--- src/rtl/mem_sched_pkg.sv ---
// Shared types and constants for the memory read scheduler.
package mem_sched_pkg;

  typedef enum logic [1:0] {IDLE, ADDR, DATA} sched_state_e;

  localparam int ID_W = 4;

  typedef logic [7:0] age_t;

endpackage

--- src/rtl/mem_sched_pick.sv ---
// Fixed-priority request picker (lowest index wins) with a prefetch override
// when the prefetch age counter has saturated.
module mem_sched_pick #(
  parameter int NUM_MASTERS = 3,
  parameter int IDX_W       = 2
) (
  input  logic [NUM_MASTERS-1:0] valid,
  input  logic                   age_sat,
  output logic [NUM_MASTERS-1:0] grant,
  output logic [IDX_W-1:0]       idx
);

  always_comb begin
    grant = '0;
    idx   = '0;
    // Walk downward so the lowest valid index is the last one written.
    for (int i = NUM_MASTERS-1; i >= 0; i--) begin
      if (valid[i]) begin
        grant    = '0;
        grant[i] = 1'b1;
        idx      = IDX_W'(i);
      end
    end
    if (age_sat && valid[NUM_MASTERS-1]) begin
      grant                = '0;
      grant[NUM_MASTERS-1] = 1'b1;
      idx                  = IDX_W'(NUM_MASTERS-1);
    end
  end

endmodule

--- src/rtl/mem_read_scheduler.sv ---
// Single-outstanding read scheduler: arbitrates read masters onto one memory
// read channel and steers beats back by ID. Prefetch aging: MEM_SCHED_AGING_EN.
module mem_read_scheduler
  import mem_sched_pkg::*;
#(
  parameter int NUM_MASTERS = 3,
  parameter int ADDR_W      = 26,
  parameter int DATA_W      = 32,
  parameter int AGE_LIMIT   = 16
) (
  input  logic                          clk,
  input  logic                          rst_n,
  input  logic [NUM_MASTERS-1:0]        m_arvalid,
  input  logic [NUM_MASTERS*ADDR_W-1:0] m_araddr,
  input  logic [NUM_MASTERS*4-1:0]      m_arlen,
  output logic [NUM_MASTERS-1:0]        m_arready,
  output logic [NUM_MASTERS-1:0]        m_rvalid,
  output logic                          m_rlast,
  output logic [DATA_W-1:0]             m_rdata,
  input  logic [NUM_MASTERS-1:0]        m_rready,
  output logic                          ARVALID,
  input  logic                          ARREADY,
  output logic [ID_W-1:0]               ARID,
  output logic [3:0]                    ARLEN,
  output logic [ADDR_W-1:0]             ARADDR,
  input  logic                          RVALID,
  output logic                          RREADY,
  input  logic                          RLAST,
  input  logic [ID_W-1:0]               RID,
  input  logic [DATA_W-1:0]             RDATA,
  output logic                          rid_err
);

  localparam int IDX_W = (NUM_MASTERS > 1) ? $clog2(NUM_MASTERS) : 1;

  if (AGE_LIMIT < 1 || AGE_LIMIT > 255) begin : g_bad_age_limit
    $error("mem_read_scheduler: AGE_LIMIT must be in 1..255");
  end

  sched_state_e state_q, state_d;

  logic [NUM_MASTERS-1:0][ADDR_W-1:0] addr_v;
  logic [NUM_MASTERS-1:0][3:0]        len_v;
  logic [NUM_MASTERS-1:0]             grant, own_oh_q;
  logic [IDX_W-1:0]                   win_idx, own_idx_q;
  logic [ADDR_W-1:0]                  addr_q;
  logic [3:0]                         len_q;
  logic                               age_sat, take, id_match, rready_sel;

  assign addr_v = m_araddr;
  assign len_v  = m_arlen;

`ifdef MEM_SCHED_AGING_EN
  localparam int PF = NUM_MASTERS-1;
  age_t age_q;

  assign age_sat = (age_q == age_t'(AGE_LIMIT));

  // Clears on withdrawal too: a stale age must not carry into a later request.
  always_ff @(posedge clk) begin
    if (!rst_n)                              age_q <= '0;
    else if (!m_arvalid[PF] || m_arready[PF]) age_q <= '0;
    else if (!age_sat)                       age_q <= age_q + 1'b1;
  end
`else
  assign age_sat = 1'b0;
`endif

  mem_sched_pick #(
    .NUM_MASTERS(NUM_MASTERS),
    .IDX_W      (IDX_W)
  ) u_pick (
    .valid  (m_arvalid),
    .age_sat(age_sat),
    .grant  (grant),
    .idx    (win_idx)
  );

  // Gated by rst_n so no request is consumed while reset is held.
  assign take      = rst_n && (state_q == IDLE) && (|m_arvalid);
  assign m_arready = take ? grant : '0;
  assign id_match  = (RID == ID_W'(own_idx_q));

  assign ARVALID = (state_q == ADDR);
  assign ARID    = ID_W'(own_idx_q);
  assign ARADDR  = addr_q;
  assign ARLEN   = len_q;
  assign m_rdata = RDATA;
  assign m_rlast = RLAST;
  assign RREADY  = rready_sel;

  always_comb begin
    state_d    = state_q;
    m_rvalid   = '0;
    rready_sel = 1'b0;
    case (state_q)
      IDLE: if (take) state_d = ADDR;
      ADDR: if (ARREADY) state_d = DATA;
      DATA: begin
        if (id_match) begin
          m_rvalid   = RVALID ? own_oh_q : '0;
          rready_sel = |(m_rready & own_oh_q);
          if (RVALID && rready_sel && RLAST) state_d = IDLE;
        end else begin
          rready_sel = 1'b1;
        end
      end
      default: state_d = IDLE;
    endcase
  end

  always_ff @(posedge clk) begin
    if (!rst_n) begin
      state_q   <= IDLE;
      addr_q    <= '0;
      len_q     <= '0;
      own_idx_q <= '0;
      own_oh_q  <= '0;
      rid_err   <= 1'b0;
    end else begin
      state_q <= state_d;
      if (take) begin
        addr_q    <= addr_v[win_idx];
        len_q     <= len_v[win_idx];
        own_idx_q <= win_idx;
        own_oh_q  <= grant;
      end
      if (state_q == DATA && RVALID && !id_match) rid_err <= 1'b1;
    end
  end

endmodule

--- config.mk ---
export PLATFORM = sky130hd
export DESIGN_NAME = mem_read_scheduler
export DESIGN_NICKNAME = d
export VERILOG_FILES = /design/src/rtl/mem_sched_pkg.sv /design/src/rtl/mem_sched_pick.sv /design/src/rtl/mem_read_scheduler.sv
export SDC_FILE = /design/constraint.sdc
export NUM_CORES = 1
export LEC_CHECK = 0
export ABC_AREA = 1
export CAP_MARGIN = 5
export CORE_MARGIN = 2
export CORE_UTILIZATION = 34
export DETAILED_ROUTE_END_ITERATION = 6
export HOLD_SLACK_MARGIN = 0.12
export PLACE_DENSITY = 0.87
export SETUP_SLACK_MARGIN = 0.3
export SLEW_MARGIN = 20
export SYNTH_ARGS = -nofsm -noshare
export SYNTH_HDL_FRONTEND = slang
export SYNTH_SLANG_ARGS = --single-unit
--- constraint.sdc ---
create_clock -name clk -period 3.7 [get_ports clk]
set_input_delay 0.37 -clock clk [delete_from_list [all_inputs] [get_ports clk]]
set_output_delay 0.37 -clock clk [all_outputs]
set_load 0.03 [all_outputs]
Yosys cells after proc, flatten, opt, wreduce, memory -nomap -nowiden

Index checks and enable logic that the tools add are counted.

Bitwise operators: 1
Equal/unequal tests: 7
Reductions and logical operators: 11
Magnitude comparators: 1
Mux-type cells: 21

Operators by type and width:

| cell               | count |
|---|---|
| $bmux 26 s2        | 1 |
| $mux 26            | 1 |
| $mux 3             | 7 |
| $mux 2             | 7 |
| $bmux 4 s2         | 1 |
| $logic_and 1x1->1  | 6 |
| $ne 2x2->1 const B | 3 |
| $pmux 2 s3         | 1 |
| $reduce_or 3->1    | 2 |
| $eq 4x2->1         | 1 |
| $mux 4             | 1 |
| $reduce_and 4->1   | 1 |
| $and 3x3->3        | 1 |
| $lt 2x3->1 const B | 1 |
| $eq 2x1->1 const B | 1 |
| $eq 2x2->1 const B | 1 |
| $logic_not 2->1    | 1 |
| $mux 1             | 2 |
| $ne 2x1->1 const B | 1 |
| $logic_not 1->1    | 1 |

Logic and storage cells: 47
Output and inout bits: 76
Register bits after elaboration: 38

Logic depth before layout (Yosys ltp)

Depth after elaboration: 7
Depth in mapped cells: 8
Depth with buffers taken out: 8

Modules after synthesis

From an unflattened synthesis, not the netlist that was laid out.

Cell total of the unflattened synthesis: 384
Area total of the unflattened synthesis: 2387.3 um2

By module, submodules not included:

| module             | area each (um2) | cells an instance | sequential area each (um2) | instances |
|---|---|---|---|---|
| mem_read_scheduler | 2334.7          | 373               | 760.7                      | 1 |
| mem_sched_pick     | 52.6            | 11                | 0.0                        | 1 |

Least setup slack after synthesis

No wires, ideal clock.

Path type: in2out
Start: input port RID[2]
End: output port m_rvalid[1]
Slack: 1.729 ns
Stages: 5
Data arrival time: 1.601 ns
Cell sequence: inv_1 nand2_1 nor2_1 nand3_1 nor4_1

Cells in the longest elaborated chain, start to end: 3

RTL lines:

| element            | line                      | text |
|---|---|---|
| start: declaration | mem_read_scheduler.sv:29  | `input logic [ID_W-1:0] RID,` |
| $eq 4x2->1         | mem_read_scheduler.sv:82  | `assign id_match = (RID == ID_W'(own_idx_q));` |
| $mux 3             | mem_read_scheduler.sv:100 | `if (id_match) begin` |
| $mux 3             | mem_read_scheduler.sv:96  | `case (state_q)` |
| end: declaration   | mem_read_scheduler.sv:17  | `output logic [NUM_MASTERS-1:0] m_rvalid,` |

No other way between the ends.

Worst setup path after layout

Start: input port rst_n
End: output port m_arready[0]

Cells in the longest elaborated chain, start to end: 3

RTL lines:

| element                         | line                     | text |
|---|---|---|
| start: declaration              | mem_read_scheduler.sv:12 | `input logic rst_n,` |
| $logic_and 1x1->1 (2 in series) | mem_read_scheduler.sv:80 | `assign take = rst_n && (state_q == IDLE) && (\|m_arvalid);` |
| $mux 3                          | mem_read_scheduler.sv:81 | `assign m_arready = take ? grant : '0;` |
| end: declaration                | mem_read_scheduler.sv:16 | `output logic [NUM_MASTERS-1:0] m_arready,` |

No other way between the ends.

==> flow_metrics.env <==
export IMPL_cts_setup_buffers=0
export IMPL_hold_class="reg2reg"
export IMPL_diodes=0
export IMPL_ys_ff_latch=36
export IMPL_ant_nets=0
export IMPL_clock_latency_ns=0.28
export IMPL_detail_route_vias_per_cell=4.64
export IMPL_vias=2760
export IMPL_core_um2=6790
export IMPL_yosysWarningCount=0
export IMPL_fillers=684
export IMPL_cp_start_kind="primary input"
export IMPL_cts_made_buffers=5
export IMPL_path_class="in2out"
export IMPL_async_flop_share_pct=0
export IMPL_finalCriticalPeriod_ns=2.71
export IMPL_post_route_drc_count=0
export IMPL_die_h_um=87.9
export IMPL_synthTopCellsByCount="112 x nand2_1, 72 x nor2_1, 38 x buf_4"
export IMPL_drv_slew=0
export IMPL_drtPass1Iterations=4
export IMPL_ir_worst_vdd_v=0.000174
export IMPL_rsz0062_at_grt="false"
export IMPL_grt_pass1_vias=2574
export IMPL_cts_htree_levels=2
export IMPL_postCtsHoldBufs=0
export IMPL_fin_skew_ns=0.00300
export IMPL_clock_sinks=36
export IMPL_ctsResizeCount=0
export IMPL_utilization_pct=54.8
export IMPL_hold_viol=0
export IMPL_synth_edf_count=0
export IMPL_clock_path_buffers=2
export IMPL_synthTopCellsByArea="dfxtp_1 30%, nand2_1 18%, buf_4 12%, nor2_1 11%, a21oi_1 7.1%"
export IMPL_setup_viol=0
export IMPL_whs_ns=0.485
export IMPL_min_period_over_period_pct=73.3
export IMPL_die_x_um=87.9
export IMPL_worstPathRequired_ns=3.33
export IMPL_worst_pin_slew_ns=0.933
export IMPL_yosysTopAreaCellShare_pct=30.1
export IMPL_synth_cell_types=18
export IMPL_power_density_nw_per_um2=369
export IMPL_wl_per_cell_um=12.7
export IMPL_initial_utilization_pct=35.3
export IMPL_place_gp_congestion=0.736
export IMPL_nNetsFinal=636
export IMPL_synth_area_per_cell_um2=5.98
export IMPL_crit_slowest_cell="a21oi_4"
export IMPL_synth_top_area_cell="dfxtp_1"
export IMPL_p_leak_nw=1.56
export IMPL_netlist_area_um2=2400
export IMPL_post_synth_top_count_cell="nand2_1"
export IMPL_wirelength_mm=7.58
export IMPL_grt_max_degree=61
export IMPL_status="finished clean"
export IMPL_max_clock_freq_mhz=369
export IMPL_path_cells="clkdlybuf4s50_1, buf_4, nand2_1, a21oi_4, nand2_1, inv_1, buf_4"
export IMPL_io_pins=213
export IMPL_clockRootBuffer="clkbuf_8"
export IMPL_place_area_um2=3620
export IMPL_grt_pass1_wl_mm=11.5
export IMPL_portBuffers=146
export IMPL_fin_setup_tns_ns=0
export IMPL_finalPower_mw=1.37
export IMPL_grt_usage_pct=18.7
export IMPL_crit_path_end_kind="output port"
export IMPL_dieArea_um2=7730
export IMPL_crit_arrival_ns=2.34
export IMPL_synth_ff_type="dfxtp_1"
export IMPL_seq_area_frac_synth_pct=30.1
export IMPL_synthCells=401
export IMPL_area_growth_pct=55.3
export IMPL_fin_area_um2=3720
export IMPL_crit_path_max_incr_delay_ns=0.60
export IMPL_path_max_fanout=33
export IMPL_cts_tree="done"
export IMPL_row_count=30
export IMPL_drtIter0Drc=101
export IMPL_overflow=0
export IMPL_clkTransAtPathRegs_ns=0.07
export IMPL_antenna_found_initial=0
export IMPL_max_slew_margin_pct=37.7
export IMPL_maxCapViolCount=0
export IMPL_place_hpwl_mm=5.61
export IMPL_drive_above_1_share_pct=3.41
[per-stage QoR]
stage / worst slack [ns] / instances
5_1_grt: 0.796 / 595
4_1_cts: 0.954 / 595
3_5_place_dp: 0.966 / 588
6_report: 0.988 / 595
3_3_place_gp: 1.02 / 588
2_1_floorplan: 1.73 / 402
[critical path: cells and delay by family]
kind / cells / cell delay [ns]
AOI/OAI and AO/OA: 1 / 0.60
buffers and inverters: 4 / 1.01
and+or+nand+nor: 2 / 0.34
[power by group]
group / switching [mW] / leakage [nW] / total, mW / internal (mW)
Clock: 0.130 / 0.0503 / 0.296 / 0.166
Sequential: 0.0341 / 0.297 / 0.483 / 0.449
Combinational: 0.324 / 1.21 / 0.595 / 0.271
Total: 0.488 / 1.56 / 1.37 / 0.886
[logic make-up (layout without fill, tap and decap cells)]
logic type      Yosys count  after routing  share of synthesized area [%]
simple gates            219            219                           36.2
buf+inv                  78            175                           18.9
compound gates           67             67                           14.6
flops                    36             36                           30.1
other cells               1              2                          0.157
[layout make-up]
type | count | area, µm² | share of cell area (%)
Timing Repair Buffer | 151 | 1490 | 40.1
Multi-Input combinational cell | 288 | 1230 | 33.0
Sequential cell | 36 | 721 | 19.4
Tap cell | 96 | 120 | 3.23
Clock buffer | 7 | 96.3 | 2.59
Inverter | 17 | 63.8 | 1.71
[worst paths after layout]
kind / startpoint / endpoint / slack, ns / cells after the start
worst max register to register: state_q[1] / ARADDR[21] / 1.72 / 7
worst max-delay path: rst_n / m_arready[0] / 0.99 / 7
worst min-delay path: rid_err / rid_err / 0.48 / 2
worst min register to register: rid_err / rid_err / 0.48 / 2
[layer usage]
metal / routed length (µm) / GRT usage, %
met1: 3030 / 20.0
met2: 3700 / 34.4
met3: 631 / 5.56
met4: 218 / 7.13
met5: 0 / 0
[flip-flops by register name (all words and copies together), names as in the netlist]
name and count:
own_oh_q 3, rid_err 1, ARADDR 26, ARLEN 4, state_q 2
[placed cells by master, fill, tap and decap left out, drive strengths merged]
cell             n
conb             2
nor2            73
o21ai           31
inv             17
nand2          112
buf              7
o41ai            1
a21oi           35
dfxtp           36
nor4             1
clkdlybuf4s50  144
clkbuf           7
nand3           33
Note: power is estimated with default switching activity, not from simulation.
